File: config.mk
export PLATFORM = sky130hd
export DESIGN_NAME = iter_multiplier_flat
export DESIGN_NICKNAME = d
export VERILOG_FILES = /design/src/rtl/iter_multiplier_if.sv /design/src/rtl/iter_multiplier.sv /design/src/flat_wrapper.sv
export SDC_FILE = /design/constraint.sdc
export NUM_CORES = 1
export LEC_CHECK = 0
export ABC_AREA = 1
export BUFFER_PORTS_ARGS = -buffer_cell sky130_fd_sc_hd__buf_4
export CORE_ASPECT_RATIO = 1.1
export CORE_UTILIZATION = 64
export DETAILED_ROUTE_END_ITERATION = 10
export PLACE_DENSITY = 0.9
export SYNTH_ARGS = -nofsm -noshare
export SYNTH_HDL_FRONTEND = slang
export SYNTH_SLANG_ARGS = --single-unit
File: constraint.sdc
create_clock -name clock -period 8.1 [get_ports clock]
set_clock_uncertainty 0.1 [all_clocks]
set_input_delay 1.215 -clock clock [delete_from_list [all_inputs] [get_ports clock]]
set_output_delay 1.215 -clock clock [all_outputs]
set_load 0.005 [all_outputs]
File: src/rtl/iter_multiplier_if.sv
// Start/done handshake and operand/result bundle for the shift-add multiplier.
// The master side issues operations, the slave side is the multiplier itself.
interface iter_multiplier_if #(
   parameter int WIDTH = 32
);
   logic             start;
   logic             cancel;
   logic             is_signed;
   logic [WIDTH-1:0] a;
   logic [WIDTH-1:0] b;
   logic             in_ready;
   logic             busy;
   logic             done;
   logic [WIDTH-1:0] product_lo;
   logic [WIDTH-1:0] product_hi;
   logic             overflow;

   modport master (
      output start, cancel, is_signed, a, b,
      input  in_ready, busy, done, product_lo, product_hi, overflow
   );

   modport slave (
      input  start, cancel, is_signed, a, b,
      output in_ready, busy, done, product_lo, product_hi, overflow
   );
endinterface

File: src/rtl/iter_multiplier.sv
// Multi-cycle shift-add multiplier, one multiplier bit per clock, signed or
// unsigned per operation, full double-width product with mode-aware overflow.
//
// state  | meaning
// S_IDLE | waiting for start, holding last result
// S_RUN  | one iteration per edge on multiplier bit cnt_q (LSB first)
// S_DONE | result registered, done pulses for this single cycle
module iter_multiplier #(
   parameter int WIDTH = 32
) (
   input logic              clock,
   input logic              reset_n,
   iter_multiplier_if.slave mul
);
   localparam int CNT_W = $clog2(WIDTH) + 1;
   localparam logic [CNT_W-1:0] LAST_IT = CNT_W'(WIDTH - 1);

   typedef enum logic [1:0] {S_IDLE, S_RUN, S_DONE} state_t;

   state_t             state_q;
   logic [CNT_W-1:0]   cnt_q;
   logic [2*WIDTH:0]   acc_q;
   logic [2*WIDTH:0]   acc_d;
   logic [WIDTH-1:0]   a_q;
   logic [WIDTH-1:0]   b_q;
   logic               sgn_q;
   logic [WIDTH-1:0]   lo_q;
   logic [WIDTH-1:0]   hi_q;
   logic               ovf_q;
   logic               done_q;
   logic               busy_q;
   logic               rdy_q;

   logic [WIDTH-1:0]   pp;
   logic [WIDTH:0]     term;
   logic [WIDTH:0]     upper_sum;
   logic [2*WIDTH+1:0] acc_sum;
   logic               ovf_d;

   // b_q shifts right each iteration, so b_q[0] is always multiplier bit cnt_q.
   always_comb begin
      pp        = a_q & {WIDTH{b_q[0]}};
      term      = sgn_q ? {pp[WIDTH-1], pp} : {1'b0, pp};
      if (sgn_q && (cnt_q == LAST_IT)) begin
         upper_sum = acc_q[2*WIDTH:WIDTH] - term;
      end else begin
         upper_sum = acc_q[2*WIDTH:WIDTH] + term;
      end
      acc_sum   = {sgn_q & upper_sum[WIDTH], upper_sum, acc_q[WIDTH-1:0]};
      acc_d     = (2*WIDTH+1)'(acc_sum >> 1);
      if (sgn_q) begin
         ovf_d = ~((&acc_d[2*WIDTH-1:WIDTH-1]) | ~(|acc_d[2*WIDTH-1:WIDTH-1]));
      end else begin
         ovf_d = |acc_d[2*WIDTH-1:WIDTH];
      end
   end

   always_ff @(posedge clock or negedge reset_n) begin
      if (!reset_n) begin
         state_q <= S_IDLE;
         cnt_q   <= '0;
         acc_q   <= '0;
         a_q     <= '0;
         b_q     <= '0;
         sgn_q   <= 1'b0;
         lo_q    <= '0;
         hi_q    <= '0;
         ovf_q   <= 1'b0;
         done_q  <= 1'b0;
         busy_q  <= 1'b0;
         rdy_q   <= 1'b1;
      end else begin
         done_q <= 1'b0;
         case (state_q)
            S_IDLE, S_DONE: begin
               if (mul.start) begin
                  a_q     <= mul.a;
                  b_q     <= mul.b;
                  sgn_q   <= mul.is_signed;
                  acc_q   <= '0;
                  cnt_q   <= '0;
                  busy_q  <= 1'b1;
                  rdy_q   <= 1'b0;
                  state_q <= S_RUN;
               end else begin
                  state_q <= S_IDLE;
               end
            end
            S_RUN: begin
               if (mul.cancel) begin
                  busy_q  <= 1'b0;
                  rdy_q   <= 1'b1;
                  state_q <= S_IDLE;
               end else begin
                  acc_q <= acc_d;
                  b_q   <= b_q >> 1;
                  cnt_q <= cnt_q + CNT_W'(1);
                  if (cnt_q == LAST_IT) begin
                     lo_q    <= acc_d[WIDTH-1:0];
                     hi_q    <= acc_d[2*WIDTH-1:WIDTH];
                     ovf_q   <= ovf_d;
                     done_q  <= 1'b1;
                     busy_q  <= 1'b0;
                     rdy_q   <= 1'b1;
                     state_q <= S_DONE;
                  end
               end
            end
            default: begin
               busy_q  <= 1'b0;
               rdy_q   <= 1'b1;
               state_q <= S_IDLE;
            end
         endcase
      end
   end

   assign mul.in_ready   = rdy_q;
   assign mul.busy       = busy_q;
   assign mul.done       = done_q;
   assign mul.product_lo = lo_q;
   assign mul.product_hi = hi_q;
   assign mul.overflow   = ovf_q;
endmodule
File: src/flat_wrapper.sv
// flat-port wrapper written by rule: the top's interface ports become plain ports
module iter_multiplier_flat 
#(
   parameter int WIDTH = 32
)
  (clock, reset_n, mul_start, mul_cancel, mul_is_signed, mul_a, mul_b, mul_in_ready, mul_busy, mul_done, mul_product_lo, mul_product_hi, mul_overflow);
  iter_multiplier_if #(.WIDTH(WIDTH)) mul_i ();
  input logic clock;
  input logic reset_n;
  input wire logic [$bits(mul_i.start)-1:0] mul_start;
  input wire logic [$bits(mul_i.cancel)-1:0] mul_cancel;
  input wire logic [$bits(mul_i.is_signed)-1:0] mul_is_signed;
  input wire logic [$bits(mul_i.a)-1:0] mul_a;
  input wire logic [$bits(mul_i.b)-1:0] mul_b;
  output wire logic [$bits(mul_i.in_ready)-1:0] mul_in_ready;
  output wire logic [$bits(mul_i.busy)-1:0] mul_busy;
  output wire logic [$bits(mul_i.done)-1:0] mul_done;
  output wire logic [$bits(mul_i.product_lo)-1:0] mul_product_lo;
  output wire logic [$bits(mul_i.product_hi)-1:0] mul_product_hi;
  output wire logic [$bits(mul_i.overflow)-1:0] mul_overflow;
  assign mul_i.start = mul_start;
  assign mul_i.cancel = mul_cancel;
  assign mul_i.is_signed = mul_is_signed;
  assign mul_i.a = mul_a;
  assign mul_i.b = mul_b;
  assign mul_in_ready = mul_i.in_ready;
  assign mul_busy = mul_i.busy;
  assign mul_done = mul_i.done;
  assign mul_product_lo = mul_i.product_lo;
  assign mul_product_hi = mul_i.product_hi;
  assign mul_overflow = mul_i.overflow;
  iter_multiplier #(.WIDTH(WIDTH)) u_core (.clock(clock), .reset_n(reset_n), .mul(mul_i));
endmodule
# [Word-level counts from Yosys, hierarchy flattened]
# Cells that the tools add are included.
[totals] word_cells=65 out_inout_bits=68 ff_bits=206
[classes] n_eq_ne=6 n_bitwise=6 addsub=3 reduce_logical=11 mux=27
[ops] cell="65-bit 2-to-1 mux" n=2
[ops] cell="65-bit case mux with 2 select lines" n=1
[ops] cell="33-bit 2-to-1 mux" n=2
[ops] cell="32-bit 2-to-1 mux" n=2
[ops] cell="32-bit case mux with 2 select lines" n=1
[ops] cell="33-bit adder" n=1
[ops] cell="33-bit AND reduction" n=1
[ops] cell="33-bit OR reduction" n=1
[ops] cell="33-bit subtractor" n=1
[ops] cell="32-bit AND" n=1
[ops] cell="32-bit OR reduction" n=1
[ops] cell="6-bit 2-to-1 mux" n=2
[ops] cell="6-bit case mux with 2 select lines" n=1
[ops] cell="1-bit 2-to-1 mux" n=11
[ops] cell="6-bit by 1-bit adder with 6-bit output (second input constant)" n=1
[ops] cell="6-bit by 5-bit equality test with 1-bit output (second input constant)" n=1
[ops] cell="3-bit AND reduction" n=2
[ops] cell="2-bit 2-to-1 mux" n=2
[ops] cell="2-bit inequality test (second input constant)" n=2
[ops] cell="1-bit case mux with 2 select lines" n=2
[ops] cell="2-bit case mux with 2 select lines" n=1
[ops] cell="2-bit AND reduction" n=2
[ops] cell="3-bit by 2-bit inequality test with 1-bit output (second input constant)" n=1
[ops] cell="1-bit NOT" n=3
[ops] cell="8 further kinds" n=8

# [Depth between registers and ports, before layout]
[logic_depth] ltp_word=9 ltp_mapped=34

# [Least setup slack after synthesis]
# No wires, ideal clock.
[synth_path] kind="reg2reg" startpoint="register u_core.b_q[0]" endpoint="register u_core.ovf_q (netlist: u_core.mul.overflow)" synth_period_minus_slack_ns=3.678 arrival_time_ns=3.461 path_slack_ns=4.422 path_stages_with_launch=33 t_required_ns=7.883 setup_ns=0.117 path_cell_list="dfrtp_1 buf_6 buf_6 nand2_2 ha_1 nand3_1 nor2_2 nand2_2 nor2_2 nand2_1 inv_1 nand2_1 inv_1 nand2_1 nor3_2 nor2_1 xnor2_1 inv_1 ha_1 nand2_1 nor3_1 and2_1 nand2_1 nand2_1 nand2_1 nand2_2 nand2_1 nor2_1 nand3_1 nor2_1 nand2_1 nand3_1 nand2_1"
[synth_via] elab_chain_len=9
[synth_rtl] item="from (decl)" line_no="iter_multiplier.sv:25" text="logic [WIDTH-1:0] b_q;"
[synth_rtl] item="from (signal assigned)" line_no="iter_multiplier.sv:78" text="b_q <= mul.b;"
[synth_rtl] item="from (signal assigned)" line_no="iter_multiplier.sv:96" text="b_q <= b_q >> 1;"
[synth_rtl] item="32-bit AND (*)" line_no="iter_multiplier.sv:42" text="pp = a_q & {WIDTH{b_q[0]}};"
[synth_rtl] item="33-bit 2-to-1 mux (*)" line_no="iter_multiplier.sv:43" text="term = sgn_q ? {pp[WIDTH-1], pp} : {1'b0, pp};"
[synth_rtl] item="33-bit adder or 33-bit subtractor (tied branches)" line_no="iter_multiplier.sv:47, iter_multiplier.sv:45"
[synth_rtl] item="33-bit 2-to-1 mux (*)" line_no="iter_multiplier.sv:44" text="if (sgn_q && (cnt_q == LAST_IT)) begin"
[synth_rtl] item="33-bit OR reduction" line_no="iter_multiplier.sv:52" text="ovf_d = ~((&acc_d[2*WIDTH-1:WIDTH-1]) | ~(|acc_d[2*WIDTH-1:WIDTH-1]));"
[synth_rtl] item="1-bit NOT" line_no="iter_multiplier.sv:52"
[synth_rtl] item="1-bit bitwise OR" line_no="iter_multiplier.sv:52"
[synth_rtl] item="1-bit NOT" line_no="iter_multiplier.sv:52"
[synth_rtl] item="1-bit 2-to-1 mux (*)" line_no="iter_multiplier.sv:51" text="if (sgn_q) begin"
[synth_rtl] item="to (signal assigned)" line_no="iter_multiplier.sv:101" text="ovf_q <= ovf_d;"
[synth_rtl] item="to (decl)" line_no="iter_multiplier.sv:29" text="logic ovf_q;"
# Mark *: on every way between the ends. The rest lies on a longest branch, timed or not.
# A chain may end at the register's enable or synchronous reset.

# [Worst setup path after layout]
# Same ends and word-level chain as after synthesis.

==> results.cfg <==
[global_routing]
track_usage = 0.333
grt_overflow = 0
grt_pass1_wl_microns = 50500
grt_antenna_before_repair = 0
grt_max_degree = 96
grt_pass1_vias = 10434

[layout]
antenna_cells = 0
area_delta_synth_final_pct = 15.7
drive_above_1_share = 0.154
instances_no_fill = 1972
final_nets = 1822
post-route-cell-area_sq_um = 13700

[die]
num_io_pins = 137
start_util = 0.662
core.rowCount = 51
die_area_sq_um = 19000
die_h_microns = 145
core_region_area_sq_um = 17900
die_x_microns = 132

[synth]
synth_cell_types = 47
synth_edf_count = 0
synth_most_common_cell = nand2_1
ys_seq_area_frac = 0.434
synth_ff_type = dfrtp_1
synth-seq-cells = 205
yosysTopAreaCell = dfrtp_1
synth_cells = 1606
synth_top_area_frac = 0.432
synth_async_sr_flop_share = 1.00
yosysWarnings = 0
syn_nets = 1710
synthTopCellsByCount = 552 x nand2_1, 206 x inv_1, 204 x dfrtp_1, 145 x o21ai_0, 91 x nor2_1
synth_area_per_cell_sq_um = 7.36
ys_top_cells_by_area = dfrtp_1 43%, nand2_1 18%, inv_1 6.5%, o21ai_0 6.1%, ha_1 3.6%
netlist_area_sq_um = 11800

[clock_network]
cts_hold_buf = 0
htreeDepth = 1
clk_pin_slew_ps = 60
max-clock-path-buffers = 3
clk_latency_ps = 510
cts-root-buf = clkbuf_16
clock-sinks = 205
cts_tree = done
cts_buffers = 22
cts_resized = 0
cts_setup_buffers = 0

[outcome]
status = finished, final reports clean

[sta]
relSlewSlack = 0.214
setup_viol = 0
drv_slew = 0
final_hold_viol_count = 0
rsz0062_at_grt = false
setup-tns-final_ps = 0
hold-worst-slack_ps = 384
period_share = 0.637
clock.fmax_mhz = 194
tightest_slew_ps = 1180
period_needed_ps = 5160

[detailed_routing]
drt_iter0_drc = 812
wl_per_cell_microns = 15.8
wirelength_microns = 31200
drcViolationCount = 0
antenna_left = 0
viasPerCell = 5.52
route.vias.total = 10878
dr.pass1.iters = 5

[setup_path]
cp_max_fo = 39
crit_top_cell = nand2_1
cp.arrival_ps = 5440
slowest_delay_ps = 1100
crit_required_ps = 8390
endpoint_kind = register
critPathKind = register to register
slowest_stage = dfrtp_1
startpoint_type = register

[placement]
port_buffers = 136
gp_congestion = 0.958
dp_hpwl_microns = 22100
placed_cell_area_sq_um = 13000
dp_cells = 1932

[job]
maxCapViolCount = 0

[power_and_ir_drop]
max-vdd-ir-drop_mv = 0.182
power_w = 0.00487
powerDensity_nw_per_um2 = 356
power.leakage_nw = 7.35

[worst_hold_path]
hold_class = register to register
[flip-flops by register name, indices dropped and copies added (netlist names)]
register,count
u_core.a_q,32
u_core.mul.product_lo,32
u_core.mul.overflow,1
u_core.sgn_q,1
u_core.mul.product_hi,32
u_core.mul.busy,1
u_core.mul.in_ready,1
u_core.mul.done,1
u_core.b_q,32
u_core.state_q,2
u_core.cnt_q,6
u_core.acc_q,64
[cell usage in the layout, fill, tap and decap left out, types with 29 or more instances in the layout]
cell,netlist,layout
buf_4,3,142
o211ai_1,29,29
o21ai_0,145,145
nand2_1,552,552
ha_1,34,34
a21oi_1,31,31
nand3_1,66,66
inv_1,206,204
dfrtp_1,204,204
xor2_1,31,31
nor2_1,91,89
o22ai_1,32,32
[metal layers]
layer / global-route usage / share of wire
met4: 0.126 / 0.031
met5: 0 / 0
met3: 0.0561 / 0.067
met2: 0.573 / 0.48
met1: 0.423 / 0.42
[cell type report]
class | instances | area [sq um]
multi-input cells | 1119 | 5600
flip-flops and latches | 205 | 5130
fillers | 1320 | 4190
repair buffers | 143 | 1080
inverters | 227 | 853
clock buffers | 29 | 628
well taps | 238 | 298
clock inverters | 11 | 91.3
[cells by family after synthesis]
| logic type | synth area share |
|---|---|
| AO/OA/AOI/OAI | 0.124 |
| XOR/XNOR | 0.0332 |
| adder cells (fa/ha/maj) | 0.0377 |
| buffers and inverters | 0.0934 |
| flip-flops | 0.434 |
| AND/OR/NAND/NOR | 0.277 |
[per-stage QoR]
stage          worst slack (ps)  utilization
2_1_floorplan              4420            -
3_3_place_gp               3270        0.725
3_5_place_dp               3180        0.725
4_1_cts                    3120        0.766
5_1_grt                    2430        0.766
6_report                   2940        0.766
[power breakdown]
| group | internal, W | total [W] | switching (W) |
|---|---|---|---|
| Clock | 0.000580 | 0.00100 | 0.000420 |
| Sequential | 0.00129 | 0.00148 | 0.000185 |
| Combinational | 0.000831 | 0.00239 | 0.00156 |
| Total | 0.00270 | 0.00487 | 0.00217 |
[worst paths after layout]
path | slack (ps) | start | cells past startpoint | end
setup / recovery | 2940 | u_core.b_q[0] | 26 | u_core.mul.overflow
hold / removal | 380 | u_core.mul.product_hi[23] | 2 | u_core.mul.product_hi[23]
setup reg to reg | 2940 | u_core.b_q[0] | 26 | u_core.mul.overflow
hold reg to reg | 380 | u_core.mul.product_hi[23] | 2 | u_core.mul.product_hi[23]
max in group asynchronous | 5880 | reset_n | 2 | u_core.b_q[21]
min in group asynchronous | 700 | reset_n | 1 | u_core.mul.product_hi[6]
[critical path, delay by kind of cell, from the launching register on]
kind | cells | cell delay (ps)
XOR/XNOR | 1 | 160
AND/OR/NAND/NOR | 20 | 2980
adder cells (fa/ha/maj) | 1 | 390
buffers and inverters | 2 | 140
flip-flops | 1 | 1100
AO/OA/AOI/OAI | 2 | 190
No activity file was read; power rests on OpenSTA's default activity.
